**src/rtl/tl_ul_scratch_responder.sv**
```systemverilog
// TileLink-UL manager serving single-beat Get/PutFull/PutPartial from a word scratchpad.
// Responses are buffered in a 2-entry queue so D-channel back-pressure never stalls decode state.
module tl_ul_scratch_responder #(
  parameter int unsigned DEPTH    = 16,
  parameter int unsigned ADDR_W   = 30,
  parameter int unsigned SOURCE_W = 7,
  parameter logic [ADDR_W-1:0] BASE = '0
) (
  input  logic                clock,
  input  logic                reset_n,
  input  logic                a_valid,
  output logic                a_ready,
  input  logic [2:0]          a_opcode,
  input  logic [2:0]          a_param,
  input  logic [3:0]          a_size,
  input  logic [SOURCE_W-1:0] a_source,
  input  logic [ADDR_W-1:0]   a_address,
  input  logic [3:0]          a_mask,
  input  logic [31:0]         a_data,
  output logic                d_valid,
  input  logic                d_ready,
  output logic [2:0]          d_opcode,
  output logic [1:0]          d_param,
  output logic [3:0]          d_size,
  output logic [SOURCE_W-1:0] d_source,
  output logic                d_denied,
  output logic                d_corrupt,
  output logic [31:0]         d_data
);

  localparam int unsigned IDX_W = $clog2(DEPTH);

  typedef struct packed {
    logic [2:0]          opcode;
    logic [3:0]          size;
    logic [SOURCE_W-1:0] source;
    logic                denied;
    logic                corrupt;
    logic [31:0]         data;
  } rsp_t;

  logic [31:0]      mem [DEPTH];
  rsp_t             q [2];
  rsp_t             head;
  rsp_t             new_rsp;
  logic             wr_ptr;
  logic             rd_ptr;
  logic [1:0]       count;
  logic [IDX_W-1:0] idx;
  logic             hit;
  logic             aligned;
  logic             ok;
  logic             is_put;
  logic             is_get;
  logic             push;
  logic             pop;
  logic             unused_a_param;

  assign unused_a_param = ^a_param;

  always_comb begin
    idx    = a_address[IDX_W+1:2];
    hit    = (a_address[ADDR_W-1:IDX_W+2] == BASE[ADDR_W-1:IDX_W+2]);
    is_put = (a_opcode == 3'd0) || (a_opcode == 3'd1);
    is_get = (a_opcode == 3'd4);
    case (a_size)
      4'd0:    aligned = 1'b1;
      4'd1:    aligned = ~a_address[0];
      4'd2:    aligned = (a_address[1:0] == 2'b00);
      default: aligned = 1'b0;
    endcase
    ok = hit && aligned && (is_put || is_get);

    new_rsp         = '0;
    new_rsp.size    = a_size;
    new_rsp.source  = a_source;
    new_rsp.denied  = ~ok;
    if (ok) begin
      if (is_get) begin
        new_rsp.opcode = 3'd1;
        new_rsp.data   = mem[idx];
      end
    end else if (a_opcode inside {3'd2, 3'd3, 3'd4}) begin
      // Denied data-bearing requests report a corrupt, zeroed AccessAckData
      new_rsp.opcode  = 3'd1;
      new_rsp.corrupt = 1'b1;
    end
  end

  assign d_valid = (count != 2'd0);
  assign pop     = d_valid && d_ready;
  assign a_ready = reset_n && ((count < 2'd2) || (count == 2'd2 && d_valid && d_ready));
  assign push    = a_valid && a_ready;

  always_ff @(posedge clock) begin
    if (!reset_n) begin
      count  <= '0;
      wr_ptr <= 1'b0;
      rd_ptr <= 1'b0;
    end else begin
      if (push) wr_ptr <= ~wr_ptr;
      if (pop)  rd_ptr <= ~rd_ptr;
      case ({push, pop})
        2'b10:   count <= count + 2'd1;
        2'b01:   count <= count - 2'd1;
        default: count <= count;
      endcase
    end
  end

  always_ff @(posedge clock) begin
    if (push) q[wr_ptr] <= new_rsp;
  end

  always_ff @(posedge clock) begin
    if (push && ok && is_put) begin
      for (int unsigned i = 0; i < 4; i++) begin
        if (a_mask[i]) mem[idx][8*i +: 8] <= a_data[8*i +: 8];
      end
    end
  end

  assign head      = q[rd_ptr];
  assign d_param   = '0;
  assign d_opcode  = d_valid ? head.opcode  : '0;
  assign d_size    = d_valid ? head.size    : '0;
  assign d_source  = d_valid ? head.source  : '0;
  assign d_denied  = d_valid ? head.denied  : 1'b0;
  assign d_corrupt = d_valid ? head.corrupt : 1'b0;
  assign d_data    = d_valid ? head.data    : '0;

endmodule

```
**config.mk**
```make
export PLATFORM = sky130hd
export DESIGN_NAME = tl_ul_scratch_responder
export DESIGN_NICKNAME = d
export VERILOG_FILES = /design/src/rtl/tl_ul_scratch_responder.sv
export SDC_FILE = /design/constraint.sdc
export NUM_CORES = 1
export LEC_CHECK = 0
export CAP_MARGIN = 20
export CORE_MARGIN = 2
export CORE_UTILIZATION = 31
export CTS_BUF_LIST = sky130_fd_sc_hd__clkbuf_4
export DETAILED_ROUTE_END_ITERATION = 10
export PLACE_DENSITY_LB_ADDON = 0.15
export SETUP_SLACK_MARGIN = 0.3
export SLEW_MARGIN = 20
export SYNTH_ARGS = -nofsm -noshare
export SYNTH_HDL_FRONTEND = slang
export SYNTH_SLANG_ARGS = --single-unit
```
**constraint.sdc**
```tcl
create_clock -name clock -period 7.25 [get_ports clock]
set_input_delay 1.45 -clock clock [delete_from_list [all_inputs] [get_ports clock]]
set_output_delay 1.45 -clock clock [all_outputs]
set_load 0.005 [all_outputs]
```
==> metrics.yaml <==
grtUsageTotal: 0.152
seq_area_frac_synth: 0.766
drtIter0Drc: 708
relSlewSlack: 0.340
gp_congestion: 0.701
worstSetupStartpointType: "flip-flop"
routed_via_density: 4.82
drt_wl_total_um: 58200
period_needed_ns: 4.57
synth.distinct_cells: 34
via_count: 12100
dp_hpwl_um: 33800
yosys_warnings: 0
synth_top_area_frac: 0.761
maxCapViolations: 0
io_buffers: 131
synthTopCellsByCount: "edfxtp_1, mux4_2, and4_1, a22oi_1, nor2_1"
synthArstFlopShare: 0
cp.arrival_ns: 3.12
clk_latency_ns: 0.97
fmax_mhz: 219
cts_setup_buffers: 0
core_area_mm2: 0.0759
die_height_um: 281
grt_pass1_vias: 13000
place_area_mm2: 0.0261
cp_max_fo: 46
combinationalPowerShare: 0.103
grt_max_degree: 73
initial_core_util: 0.314
rsz0062_at_grt: "false"
tns_ns: 0
fp.dieArea_mm2: 0.0791
syn_area_mm2: 0.0238
cts_inserted_buffers: 160
routedWlPerCell_um: 23.2
period_share: 0.631
yosysMostFrequentCell: "edfxtp_1"
setup_slack_ns: 2.68
clock_power_share: 0.380
area_growth_syn_to_layout_pct: 18.1
cts_tree: "built"
critPathCaptureType: "primary output"
fin_area_mm2: 0.0281
cts-resized-gates: 0
postSynthCellCount: 1142
status: "finished, final reports clean"
place_inst: 2238
clkTransAtPathRegs_ns: 0.05
rows: 101
clock_skew_ns: 0.0470
synth_edf_count: 604
hold_viol_final: 0
pwr-share-seq: 0.517
worstSetupPathType: "flip-flop to primary output"
final_util: 0.370
slew_violations: 0
firstDrtPassIters: 5
grt_pass1_wl_um: 85400
dp_worst_setup_slack_ns: 2.63
cts_hold_buf: 0
synth-seq-cells: 609
grt_overflow: 0
grt_antenna_before_repair: 3
synth_top_area_cell: "edfxtp_1"
drc_errors: 0
drive_gt1_frac: 0.268
die_w_um: 281
power.leakage_nw: 8.85
p_sw_frac: 0.238
required_ns: 5.80
min_path_type: "flip-flop to flip-flop"
synthFlopType: "edfxtp_1"
cts_root_buf: "clkbuf_4"
num-nets-final: 1458
avgSynthCellArea_um2: 20.9
peakVddDrop_v: 0.000137
p_int_w: 0.00588
synth_area_leaders: "edfxtp_1, mux4_2, and4_1, a22oi_1, mux2i_1"
p_switching_w: 0.00183
cts_max_level: 4
worst_slew_pin_slew_ns: 0.990
finalSetupViolCount: 0
ant_nets: 0
clock_path_buffers: 3
fin_cells: 2513
clock-sinks: 609
power_density_mw_per_mm2: 274
io-pin-count: 139
metrics by stage:
stage          total power [W]  hold slack (ns)
5_1_grt                0.00809            0.603
2_1_floorplan          0.00442            0.496
3_5_place_dp           0.00488            0.569
4_1_cts                0.00786            0.594
3_3_place_gp           0.00488            0.564
6_report               0.00771            0.587
metal layers:
layer  global-route usage  wire, µm
met5                    0        29
met4               0.0617      1610
met3               0.0475      3310
met2                0.255     29500
met1                0.181     23800
cells by family (layout without fill, tap and decap cells):
group                      count (synthesis)  in the layout  share of synthesized area
buffers and inverters                     87            424                     0.0200
and+or+nand+nor                          162            162                     0.0426
other                                      1              5                   0.000157
muxes                                    174            174                      0.140
AOI/OAI and AO/OA                        104            104                     0.0293
adders and majority gates                  1              1                   0.000525
xor gates and xnor gates                   4              4                    0.00147
DFF                                      609            609                      0.766
flip-flops by register name (all words and copies together) (netlist names), named ones only:
name    cells
count       2
mem       512
q          92
rd_ptr      1
wr_ptr      1
cell usage in the layout (no fill, tap or decap), types with 3 or more instances in the layout:
cell | Yosys | routed
bufinv_16 | 0 | 3
inv_1 | 5 | 5
edfxtp_1 | 604 | 604
dfxtp_1 | 5 | 4
and2_1 | 6 | 5
clkbuf_4 | 0 | 231
nor2_4 | 0 | 3
and4_1 | 67 | 67
clkdlybuf4s50_1 | 0 | 129
inv_2 | 0 | 5
a21oi_1 | 34 | 34
a22oi_1 | 64 | 64
clkinv_1 | 0 | 30
conb_1 | 1 | 4
mux4_2 | 128 | 128
buf_4 | 5 | 14
nor2_1 | 61 | 58
nand2_1 | 4 | 4
nor4_1 | 7 | 7
mux2i_1 | 46 | 46
clkinv_2 | 0 | 3
nor3_1 | 8 | 8
nand2b_1 | 4 | 4
final timing paths:
| path | cells after the start | end | from | slack [ns] |
|---|---|---|---|---|
| max | 3 | d_data[21] | flip-flop | 2.68 |
| min | 2 | flip-flop | rd_ptr | 0.59 |
| max reg2reg | 6 | q[0][10] | count[0] | 4.24 |
| min reg2reg | 2 | flip-flop | rd_ptr | 0.59 |
critical path, cell delays in order, from the launching register on:
cell             delay, ns
dfxtp_4               0.99
mux2i_1               0.63
nor2_1                0.08
clkdlybuf4s50_1       0.46
power by group through the flow:
stage	combinational (W)	clock [W]	sequential [W]
finish	0.000795	0.00293	0.00398
global route	0.000869	0.00323	0.00399
CTS	0.000823	0.00305	0.00399
detailed placement	0.000819	0	0.00407
global placement	0.000813	0	0.00406
floorplan	0.000424	0	0.00399
cell type report:
| type | count | area [µm²] |
|---|---|---|
| fillers | 7039 | 47800 |
| repair buffers | 145 | 1420 |
| clock inverters | 43 | 253 |
| inverters | 5 | 18.8 |
| multi-input cells | 449 | 5160 |
| well taps | 1030 | 1290 |
| diodes | 1 | 2.50 |
| clock buffers | 231 | 1730 |
| flip-flops and latches | 609 | 18200 |
No activity file was read; power rests on OpenSTA's default activity.
